### src/rtl/sr_emulator.sv
// sr_emulator: clk-domain model of a serial configuration shift register with latch, length check and readback.
// Optional load counter enabled by defining SR_EMULATOR_LOADCNT_EN; otherwise load_count reads 0.
`default_nettype none

module sr_emulator #(
    parameter int DATA_WIDTH = 170,
    parameter int CNT_WIDTH  = 8
) (
    input  logic                  clk,
    input  logic                  rst,
    input  logic                  clk_sr,
    input  logic                  din_sr,
    input  logic                  load_sr,
    output logic                  dout_sr,
    output logic [DATA_WIDTH-1:0] cfg,
    output logic                  cfg_valid,
    output logic [CNT_WIDTH-1:0]  bit_cnt,
    output logic                  len_err,
    output logic [15:0]           load_count
);

    localparam logic [CNT_WIDTH-1:0] CNT_MAX  = '1;
    localparam logic [CNT_WIDTH-1:0] CNT_FULL = CNT_WIDTH'(DATA_WIDTH);

    typedef enum logic [1:0] {
        ST_IDLE  = 2'd0,
        ST_SHIFT = 2'd1,
        ST_LOAD  = 2'd2
    } state_t;

    logic clk_sr_meta_q, clk_sr_sync_q, clk_sr_hist_q;
    logic load_meta_q, load_sync_q, load_hist_q;
    logic din_meta_q, din_sync_q;
    logic [2:0] prime_q;

    logic [DATA_WIDTH-1:0] sreg_q, sreg_d;
    logic [DATA_WIDTH-1:0] cfg_q, cfg_d;
    logic [CNT_WIDTH-1:0]  bit_cnt_q, bit_cnt_d, cnt_shift;
    logic                  len_err_q, len_err_d;
    state_t                state_q;

    logic clk_rise, load_rise;

    always_ff @(posedge clk or negedge rst) begin
        if (!rst) begin
            clk_sr_meta_q <= 1'b0;
            clk_sr_sync_q <= 1'b0;
            clk_sr_hist_q <= 1'b0;
            load_meta_q   <= 1'b0;
            load_sync_q   <= 1'b0;
            load_hist_q   <= 1'b0;
            din_meta_q    <= 1'b0;
            din_sync_q    <= 1'b0;
            prime_q       <= 3'b000;
        end else begin
            clk_sr_meta_q <= clk_sr;
            clk_sr_sync_q <= clk_sr_meta_q;
            clk_sr_hist_q <= clk_sr_sync_q;
            load_meta_q   <= load_sr;
            load_sync_q   <= load_meta_q;
            load_hist_q   <= load_sync_q;
            din_meta_q    <= din_sr;
            din_sync_q    <= din_meta_q;
            prime_q       <= {prime_q[1:0], 1'b1};
        end
    end

    // Edge detection stays off until the history flops hold a real sampled
    // level, so a line already high at reset release is not seen as an edge.
    assign clk_rise  = prime_q[2] & clk_sr_sync_q & ~clk_sr_hist_q;
    assign load_rise = prime_q[2] & load_sync_q & ~load_hist_q;

    always_comb begin
        sreg_d    = sreg_q;
        cnt_shift = bit_cnt_q;
        if (clk_rise) begin
            sreg_d = {sreg_q[DATA_WIDTH-2:0], din_sync_q};
            if (bit_cnt_q != CNT_MAX)
                cnt_shift = bit_cnt_q + 1'b1;
        end
        // A coincident shift is applied before the latch and the length check.
        bit_cnt_d = load_rise ? '0 : cnt_shift;
        cfg_d     = load_rise ? sreg_d : cfg_q;
        len_err_d = len_err_q | (load_rise & (cnt_shift != CNT_FULL));
    end

    always_ff @(posedge clk or negedge rst) begin
        if (!rst) begin
            sreg_q    <= '0;
            cfg_q     <= '0;
            bit_cnt_q <= '0;
            len_err_q <= 1'b0;
        end else begin
            sreg_q    <= sreg_d;
            cfg_q     <= cfg_d;
            bit_cnt_q <= bit_cnt_d;
            len_err_q <= len_err_d;
        end
    end

    always_ff @(posedge clk or negedge rst) begin
        if (!rst) begin
            state_q <= ST_IDLE;
        end else begin
            case (state_q)
                ST_IDLE: begin
                    if (load_rise)
                        state_q <= ST_LOAD;
                    else if (clk_rise)
                        state_q <= ST_SHIFT;
                end
                ST_SHIFT: begin
                    if (load_rise)
                        state_q <= ST_LOAD;
                end
                ST_LOAD:  state_q <= ST_IDLE;
                default:  state_q <= ST_IDLE;
            endcase
        end
    end

`ifdef SR_EMULATOR_LOADCNT_EN
    logic [15:0] load_count_q;

    always_ff @(posedge clk or negedge rst) begin
        if (!rst)
            load_count_q <= '0;
        else if (load_rise)
            load_count_q <= load_count_q + 16'd1;
    end

    assign load_count = load_count_q;
`else
    assign load_count = '0;
`endif

    assign dout_sr   = sreg_q[DATA_WIDTH-1];
    assign cfg       = cfg_q;
    assign cfg_valid = (state_q == ST_LOAD);
    assign bit_cnt   = bit_cnt_q;
    assign len_err   = len_err_q;

endmodule

`default_nettype wire

### config.mk
export PLATFORM = sky130hd
export DESIGN_NAME = sr_emulator
export DESIGN_NICKNAME = d
export VERILOG_FILES = /design/src/rtl/sr_emulator.sv
export SDC_FILE = /design/constraint.sdc
export NUM_CORES = 1
export LEC_CHECK = 0
export CAP_MARGIN = 30
export CORE_MARGIN = 2
export CORE_UTILIZATION = 38
export CTS_CLUSTER_DIAMETER = 30
export CTS_CLUSTER_SIZE = 14
export DETAILED_ROUTE_END_ITERATION = 8
export GPL_TIMING_DRIVEN = 0
export PLACE_DENSITY = 0.65
export SLEW_MARGIN = 20
export SYNTH_ARGS = -nofsm -noshare
export SYNTH_HDL_FRONTEND = slang
export SYNTH_SLANG_ARGS = --single-unit
export TNS_END_PERCENT = 100
### constraint.sdc
create_clock -name clk -period 1.7 [get_ports clk]
set_input_delay 0.17 -clock clk [delete_from_list [all_inputs] [get_ports clk]]
set_output_delay 0.17 -clock clk [all_outputs]
set_load 0.05 [all_outputs]
# [After elaboration in Yosys (flattened, before gate mapping)]
# Index checks and enable logic that the tools add are counted.
[op_classes] addsub=1 eq_ne=6 muxes=8 n_bitwise=8 reduce_logical=2
[op_table] operator="170-bit 2-to-1 mux" n=1
[op_table] operator="8-bit 2-to-1 mux" n=3
[op_table] operator="8-bit != test, second input constant" n=2
[op_table] operator="8-bit by 1-bit adder with 8-bit output, second input constant" n=1
[op_table] operator="2-bit 2-to-1 mux" n=3
[op_table] operator="1-bit bitwise AND" n=5
[op_table] operator="2-bit one-hot mux with 2 select lines" n=1
[op_table] operator="3-bit != test, second input constant" n=1
[op_table] operator="2-bit by 1-bit == test with 1-bit output, second input constant" n=1
[op_table] operator="2-bit == test, second input constant" n=1
[op_table] operator="2-bit zero test" n=1
[op_table] operator="2-bit != test, second input constant" n=1
[op_table] operator="1-bit NOT" n=2
[op_table] operator="2-bit AND reduction" n=1
[op_table] operator="1-bit bitwise OR" n=1
[totals] register_bits=362 inputBits=5 output_inout_bits=197 wordCells=39

# [Logic depth before layout (Yosys ltp)]
[depth] ltp_word=6 depth_mapped=8

# [Worst setup path after synthesis]
# No wires, ideal clock.
[synth_timing] path_type="reg2reg" startpoint="reg bit_cnt_q[0] (netlist: bit_cnt[0])" endpoint="reg len_err_q (netlist: len_err)" setup_time_ns=0.126 t_arrival_ns=2.060 setup_slack_ns=-0.486 stages_incl_launch_ff=8 path_buffers=1 synth_period_minus_slack_ns=2.186 path_cell_list="dfrtp_1 ha_1 buf_6 nand3_2 nor2_1 or4_1 a21o_1 o32a_1"
[synth_via] elab_chain_len=6 elab_cells_between_ends=7
[synth_lines] item="start, declared" line="38" source="logic [CNT_WIDTH-1:0] bit_cnt_q, bit_cnt_d, cnt_shift;"
[synth_lines] item="start signal, assigned" line="96" source="bit_cnt_q <= bit_cnt_d;"
[synth_lines] item="8-bit by 1-bit adder with 8-bit output or 8-bit != test (tied branches)" line="79, 78"
[synth_lines] item="8-bit 2-to-1 mux" line="78" source="if (bit_cnt_q != CNT_MAX)"
[synth_lines] item="8-bit 2-to-1 mux *" line="76" source="if (clk_rise) begin"
[synth_lines] item="8-bit != test *" line="84" source="len_err_d = len_err_q | (load_rise & (cnt_shift != CNT_FULL));"
[synth_lines] item="1-bit bitwise AND *" line="84"
[synth_lines] item="1-bit bitwise OR *" line="84"
[synth_lines] item="named net len_err_d" line="39" source="logic len_err_q, len_err_d;"
[synth_lines] item="end signal, assigned" line="97" source="len_err_q <= len_err_d;"
[synth_lines] item="end, declared" line="39"
# Mark *: on every way through the listed nets, which the timed path passes. The rest lies on a longest branch.
# A chain may end at the register's enable or synchronous reset.

# [Worst setup path in the final report]
# Same ends and word-level chain as after synthesis.

==> metrics.cfg <==
[status]
status=finished with violations
violations=negative setup slack

[setup_path]
timing.rr.start=bit_cnt[0]$_DFF_PN0_
critPathSlowestCell=dfrtp_2
worstPathArrival_ns=2.20
critPathLaunch=bit_cnt[0]$_DFF_PN0_
critPathCapture=len_err$_DFF_PN0_
critPathTopFamily=simple AND/OR/NAND/NOR gates
crit_path_end_kind=flop
r2r_end=len_err$_DFF_PN0_
cp_data_required_time_ns=2.15
crit_buf_inv=0
cp_cell_sequence=ha_4, nand3_4, nor2_4, or4_1, a21o_1, o32a_1
path_class=flop to flop
r2r_cells=6
cp.depth=6
critPathMaxStageDelay_ns=0.42
startpoint_type=flop
cp_max_fo=5
r2r_slack_ns=-0.05

[clock_network]
insertion_delay_ns=0.57
cts_buffers=76
cts_sinks=362
cts-root-buf=clkbuf_16
tritoncts=built
clock_path_buffers=3
h-tree-depth=3
path_clk_slew_ns=0.05

[final_layout]
antenna_cells=0
nets=1835
drive_gt1_share_pct=13.6
final_util_pct=53.3
area_growth_pct=37.8
fill_cells=3248

[sta]
relSlewSlack_pct=59.3
post-route-period-util_pct=103
hold_violations=0
drv_slew=0
setup_violations=1
clock.fmax_ghz=0.573
clock_skew_ns=0.0268
holdWs_ns=0.0379
setup_tns_ns=-0.0457
worstMarginPinSlew_ns=0.613
period_needed_ns=1.75
setup_ws_ns=-0.0457
rsz0062_at_grt=true

[synthesis]
yosys.area.top_type=dfrtp_1
synth_flop_cell=dfrtp_1
synthCells=1541
yosys-top-cells-area=dfrtp_1 (66%), nand2_1 (28%), buf_2 (1.4%), buf_4 (0.93%), clkbuf_1 (0.82%)
yosysWarnings=0
yosys.cell_types.count=39
seq_area_frac_synth_pct=65.7
syn_area_per_cell_sq_um=8.95
synthArstFlopShare_pct=100
synth-edff-count=0
synthesis.area_sq_um=13800
yosysTopAreaCellShare_pct=65.7
synthTopCellsByCount=nand2_1 (1,024), dfrtp_1 (362), buf_2 (39)
yosysMostFrequentCell=nand2_1
synth_seq_cells=362

[global_route]
first_global_vias=11084
grt_pass1_wl_microns=55100
track_usage_pct=17.8
overflow=0
antenna_found_initial=0
grt_max_degree=100

[pwr]
irDropWorstVdd_v=0.000757
p_per_area_nw_per_um2=1300
p_leak_nw=11.2

[die]
row_count=69
start_util_pct=38.7
die-height_microns=195
core_sq_um=35700
dieWidth_microns=195
num_io_pins=202
die_area_sq_um=37800

[min_path]
hold_class=input pin to flop

[detailed_routing]
wl_microns=32300
wl_per_cell_microns=13.7
drcViolationCount=0
vias=10637
vias_per_cell=4.52
postRouteAntennaNets=0
drtIter0Drc=529
drtPass1Iterations=5

[place]
portBuffers=185
dp_hpwl_microns=21100
gp_congestion=0.795

[run]
timing.max_cap.violations=0

logic make-up after synthesis:
group                      Yosys count  share of synthesized area, %
and+or+nand+nor                   1060                          29.5
DFF                                362                          65.7
buffers and inverters               98                          3.65
AOI/OAI and AO/OA                   14                         0.735
muxes                                3                         0.218
other                                2                        0.0545
adders and majority gates            1                        0.0907
xor gates and xnor gates             1                        0.0635
where the power goes:
group	leakage [nW]	switching (W)	internal, W	total, W
clock	1.25	0.00491	0.00968	0.0146
combinational	4.90	0.000915	0.000313	0.00123
sequential	5.01	0.0000859	0.00877	0.00886
total	11.2	0.00591	0.0188	0.0247
per-layer routing:
metal  routed length, microns  GRT usage (%)
met5                        0              0
met4                      726           6.41
met3                     2300           5.73
met2                    14700           28.2
met1                    14600           23.1
how the worst min path moves through the flow:
stage	depth (start not counted)	endpoint	from	slack, ns
floorplan	0	bit_cnt[0]$_DFF_PN0_	rst	-0.13
global placement	0	prime_q[1]$_DFF_PN0_	prime_q[0]$_DFF_PN0_	0.33
detailed placement	1	cfg[32]$_DFFE_PN0P_	rst	0.14
CTS	1	din_meta_q$_DFF_PN0_	din_sr	0.004
global route	1	din_meta_q$_DFF_PN0_	din_sr	0.008
finish	1	din_meta_q$_DFF_PN0_	din_sr	0.04
repair_timing:
item	in CTS	in global routing
hold endpoints to repair	168	0
buffers inserted	5	2
pin swaps	2	3
cloned	0	0
resized for setup	244	75
hold buffers	1	0
endpoints found under the setup margin	390	215
stage by stage:
step	setup WS [ns]	power [W]	instances	area, sq um
floorplan	-0.272	0.00968	1556	13900
global placement	-16.49	0.0102	2202	16300
detailed placement	-0.666	0.0102	2206	16400
CTS	-0.0504	0.0250	2350	18900
global route	-0.106	0.0256	2352	19000
finish	-0.0457	0.0247	2352	19000
state kept, by name, summed over array words and instances, names as in the netlist:
| signal | count |
|---|---|
| clk_sr_sync_q | 1 |
| clk_sr_meta_q | 1 |
| len_err | 1 |
| cfg | 170 |
| sreg_q | 170 |
| din_sync_q | 1 |
| state_q | 2 |
| bit_cnt | 8 |
| din_meta_q | 1 |
| load_meta_q | 1 |
| prime_q | 3 |
| load_sync_q | 1 |
| clk_sr_hist_q | 1 |
| load_hist_q | 1 |
final cells by class:
class | count | area [sq um] | share of cell area [%]
multi-input cells | 1096 | 4360 | 22.9
plain buffers | 94 | 597 | 3.14
clock buffers | 94 | 2110 | 11.1
inverters | 2 | 7.51 | 0.0395
well taps | 461 | 577 | 3.03
clock inverters | 46 | 470 | 2.48
flip-flops and latches | 362 | 9070 | 47.7
repair buffers | 197 | 1820 | 9.56
cell usage in the layout (no fill, tap or decap), drive strengths merged, types with 6 or more instances in the layout:
cell type	count
buf	74
clkbuf	136
clkdlybuf4s15	32
clkinv	18
clkinvlp	9
conb	17
dfrtp	362
dlygate4sd2	139
inv	16
nand2	1025
nand3	6
nor2	10
Note: power is estimated with default switching activity, not from simulation.
==> RTL edit 1: new RTL, config.mk and constraints unchanged <==
The option `SR_EMULATOR_LOADCNT_EN` is turned on by a define.
--- a/src/rtl/sr_emulator.sv
+++ b/src/rtl/sr_emulator.sv
@@ -1,6 +1,8 @@
 // sr_emulator: clk-domain model of a serial configuration shift register with latch, length check and readback.
 // Optional load counter enabled by defining SR_EMULATOR_LOADCNT_EN; otherwise load_count reads 0.
 `default_nettype none
+
+`define SR_EMULATOR_LOADCNT_EN
 
 module sr_emulator #(
     parameter int DATA_WIDTH = 170,
Formal check against the unedited RTL: not equivalent (Yosys sat finds a counterexample within 10 cycles, from zero or initial values and one cycle with rst low).
==> RTL edit 1 against the original RTL <==
- routed wire length grew 4.7%
- area after synthesis grew 3.7%
- setup slack gained 0.049 ns
- via count grew 4.6%
- maximum frequency grew 2.9%
- hold slack gained 0.010 ns
- sequential cell count grew 16
- synthesized cell count grew 2.5%
- total power grew 11%
- sequential share of layout area shrank 0.40 points
- design area grew 5.3%
- largest cell class unchanged
==> RTL edit 1: results (changes against the original RTL) <==
| Metric | Value |
|---|---|
| Adder-cell share of the synthesized area | `0.00175 (+0.000842)` |
| Met3 Use GR | `0.0523 (-0.00497)` |
| Mean Syn Cell Area | `9.05 um2 (+1.2%)` |
| Mux contribution to synthesized area | `0.00350 (+0.00132)` |
| Core box area | `37400 um2 (+4.9%)` |
| First-pass GRT wire length | `56800 um (+3.1%)` |
| Fraction of layout instances using a drive strength above 1 | `0.141 (+0.00503)` |
| Dpl ws | `-0.456 ns (+0.210 ns)` |
| Clock-cell share | `0.147 (+0.0106)` |
| Met2 Use GR | `0.294 (+0.0124)` |
| Largest net degree at the start of global routing | `93 (-7.0%)` |
| Total Wirelength | `33800 um (+4.7%)` |
| Number of global-route vias before repair | `11600 (+4.5%)` |
| Post-cts repair resize count | `294 (+20%)` |
| Critical Path Fanout Max | `3 (-2)` |
| Initial antenna violation count | `2 (+2)` |
| Multi-input logic portion of the cell area | `0.229 (-0.000762)` |
| P_comb | `1.44 mW (+17%)` |
| Synth top area cells | `dfrtp_1, nand2_1, clkbuf_1, buf_2, xnor2_1` |
| Int Pwr | `20.9 mW (+11%)` |
| Buffers, non-clock | `292 (+0.34%)` |
| Antenna Cells | `1 (+1)` |
| Xor and xnor area share after synthesis | `0.0104 (+0.00978)` |
| M1 WL | `14900 um (+2.2%)` |
| Outcome | `finished, final reports clean` |
| Clock buffers | `99 (+5.3%)` |
| Initial DRC count | `539 (+1.9%)` |
| Dpl cells | `2297 (+4.1%)` |
| Non-clk buf share | `0.120 (-0.00732)` |
| Worst skew pair latency | `0.59 ns (+0.02 ns)` |
| Overall routing resource usage | `0.181 (+0.00270)` |
| CP delay by family, top | `compound AO/OA/AOI/OAI gates` |
| Worst VDD drop | `923 uV (+22%)` |
| Clock sinks | `378 (+4.4%)` |
| M1 GR Usage | `0.227 (-0.00451)` |
| P_leak | `11.5 nW (+3.2%)` |
| Sequential power share | `0.343 (-0.016)` |
| # port buffers | `201 (+8.6%)` |
| Synth top cells by count | `nand2_1, dfrtp_1, clkbuf_1` |
| Multi-input comb cells | `1120 (+2.2%)` |
| WL met3 | `2040 um (-11%)` |
| Crit path DAT | `2.14 ns (-0.06 ns)` |
| Power Sequential | `9.36 mW (+5.6%)` |
| Top sig layer | `met5` |
| Inverters | `1 (-1)` |
| FF/Latch Area | `9470 um2 (+4.5%)` |
| Met2 wire length | `16100 um (+9.7%)` |
| Detailed placement HPWL | `22000 um (+4.2%)` |
| Post-CTS Setup Repair Bufs | `3 (-2)` |
| DP Area | `17100 um2 (+4.3%)` |
| Finished Layout Cells | `2456 (+4.4%)` |
| Worst Skew | `0.0248 ns (-0.00195 ns)` |
## RTL edit 1: cell types whose count changed after synthesis, sizes merged, moves of 3 or more
cell	unedited run	this run
clkbuf	30	42
buf	66	39
dfrtp	362	378
nand3	6	9
and3	1	5
nand2	1025	1036
xor2	1	5
nor3	4	7
xnor2	0	12
## RTL edit 1: worst paths after layout
check / to / slack [ns] / cells after the start
setup / recovery: len_err / 0.003 / 6
hold / removal: load_meta_q / 0.05 / 1
setup reg to reg: len_err / 0.003 / 6
hold reg to reg: prime_q[1] / 0.34 / 0
max in group asynchronous: cfg[97] / 0.40 / 4
min in group asynchronous: cfg[139] / 0.06 / 2
## RTL edit 1: through the flow
stage | util | hold slack, ns
6_report | 0.535 | 0.0480
5_1_grt | 0.535 | 0.0253
4_1_cts | 0.534 | 0.0110
3_5_place_dp | 0.458 | 0.0675
3_3_place_gp | 0.454 | 0.332
2_1_floorplan | - | -0.126
==> RTL edit 2: new RTL, same flow settings <==
Without the edit above. The 3 states of `state_t` get a one-hot encoding in 3 bits.
--- a/src/rtl/sr_emulator.sv
+++ b/src/rtl/sr_emulator.sv
@@ -22,10 +22,10 @@
     localparam logic [CNT_WIDTH-1:0] CNT_MAX  = '1;
     localparam logic [CNT_WIDTH-1:0] CNT_FULL = CNT_WIDTH'(DATA_WIDTH);
 
-    typedef enum logic [1:0] {
-        ST_IDLE  = 2'd0,
-        ST_SHIFT = 2'd1,
-        ST_LOAD  = 2'd2
+    typedef enum logic [2:0] {
+        ST_IDLE  = 3'b001,
+        ST_SHIFT = 3'b010,
+        ST_LOAD  = 3'b100
     } state_t;
 
     logic clk_sr_meta_q, clk_sr_sync_q, clk_sr_hist_q;
Function: no difference found for any inputs over 10 cycles, from zero or initial values and one cycle with rst low; not proved beyond that.
==> RTL edit 2 against the original RTL <==
- the flow still finishes with violations (negative setup slack)
- design area hardly changed
- global-route usage hardly changed
- final cell count is 0.13% higher
- routed wire length up 2.1%
- synthesized cell count increased by 0.45%
- sequential cell count is 1 higher
- sequential share of layout area up 0.10 points
- first-iteration DRC count down 4.9%
- setup slack better by 0.029 ns
- total power fell by 1.1%
- hold slack improved by 0.010 ns
- sequential power increased by 0.5%
- area after synthesis is 0.27% higher
- critical path type unchanged
==> RTL edit 2: results (changes against the original RTL) <==
| Metric | Value |
|---|---|
| Worst Skew | `0.0138 ns (-0.0130 ns)` |
| Finished Layout Cells | `2355 (+0.13%)` |
| Setup_tns | `-0.0169 ns (+0.0289 ns)` |
| Min-Delay Startpoint | `clk_sr` |
| M1 GR Usage | `0.235 (+0.00427)` |
| Critical Path Fanout Max | `3 (-2)` |
| First-pass GRT wire length | `55000 um (-0.31%)` |
| Failing checks | `negative setup slack` |
| Met2 wire length | `15700 um (+6.7%)` |
| DP Area | `16500 um2 (+0.24%)` |
| Hold Crit Class | `in -> reg` |
| P_leak | `11.2 nW (+0.34%)` |
| Crit path DAT | `2.16 ns (-0.04 ns)` |
| Clk buf depth | `3 (unchanged)` |
| CTS Hold Buffers Added | `1 (unchanged)` |
| Final setup margin | `-0.0169 ns (+0.0289 ns)` |
| Via count | `10700 (+0.77%)` |
| Initial DRC count | `503 (-4.9%)` |
| Overall routing resource usage | `0.178 (about the same)` |
| M1 WL | `14900 um (+2.3%)` |
| Fin Hold WS | `0.0480 ns (+0.0101 ns)` |
| Post-CTS Setup Repair Bufs | `6 (+1)` |
| Detailed placement HPWL | `21500 um (+1.5%)` |
| Post-cts repair resize count | `264 (+8.2%)` |
| Fraction of layout instances using a drive strength above 1 | `0.135 (-0.00127)` |
| Final nets | `1843 (+0.44%)` |
| Outcome | `finished with violations` |
| Dpl ws | `-0.872 ns (-0.206 ns)` |
| Mapped Cells | `1548 (+0.45%)` |
| Met2 Use GR | `0.286 (+0.00398)` |
| Sequential-to-total area share from yosys stat | `0.657 (about the same)` |
| Final RePlAce weighted congestion | `0.739 (-7.1%)` |
| Synth top area cells | `dfrtp_1, nand2_1, clkbuf_1, buf_4, buf_2` |
| WL met3 | `1810 um (-22%)` |
| Slew HR | `0.607 (+0.0142)` |
| Met3 Use GR | `0.0449 (-0.0123)` |
| Synth top cells by count | `nand2_1, dfrtp_1, clkbuf_1` |
| Setup violators final | `1 (unchanged)` |
| Routed len/inst | `14.0 um (+2.0%)` |
| Worst VDD drop | `665 uV (-12%)` |
| Netlist cell types | `42 (+7.7%)` |
| Dpl cells | `2213 (+0.32%)` |
| WHS Endpoint | `clk_sr_meta_q` |
RTL edit 2: per-stage QoR:
stage               total power, mW  utilization
global placement               10.2        0.457
detailed placement             10.2        0.460
CTS                            24.7        0.529
floorplan                      9.71            -
finish                         24.4        0.532
global route                   25.3        0.532
RTL edit 2: report_power, final:
part / switching, mW / leakage [nW] / internal [mW]
clock network: 4.75 / 1.24 / 9.52
registers: 0.101 / 5.02 / 8.80
logic: 0.909 / 4.94 / 0.331
total: 5.76 / 11.2 / 18.7
RTL edit 2: area by class of cell:
cell class,count,area (um2)
Sequential cell,363,9090
Buffer,94,611
Tap cell,461,577
Inverter,2,7.51
Timing Repair Buffer,197,1840
Fill cell,3377,16700
Multi-Input combinational cell,1103,4380
Clock buffer,101,2150
Clock inverter,34,363
RTL edit 2: cell families (layout without fill, tap and decap cells):
logic type,after synthesis,after routing,share of synthesized area
and+or+nand+nor,1065,1065,0.296
DFF,363,363,0.657
buffers and inverters,97,428,0.0345
AOI/OAI and AO/OA,16,16,0.00823
muxes,3,3,0.00217
other,2,17,0.000543
adders and majority gates,1,1,0.000905
xor gates and xnor gates,1,1,0.000633
RTL edit 2: worst max path at each step:
stage	startpoint	end	slack, ns	cells after the start
global route	bit_cnt[0]	len_err	-0.07	6
CTS	bit_cnt[1]	len_err	-0.07	6
detailed placement	prime_q[2]	cfg[138]	-0.87	6
finish	bit_cnt[0]	len_err	-0.02	6
global placement	rst	bit_cnt[0]	-16.69	1
floorplan	bit_cnt[0]	len_err	-0.27	7
RTL edit 2: worst max-delay path: stages, from the launching register on:
cell,delay (ns)
dfrtp_2,0.43
ha_4,0.18
nand3_4,0.07
nor2_4,0.04
or4_1,0.40
a21o_1,0.17
o32a_1,0.32
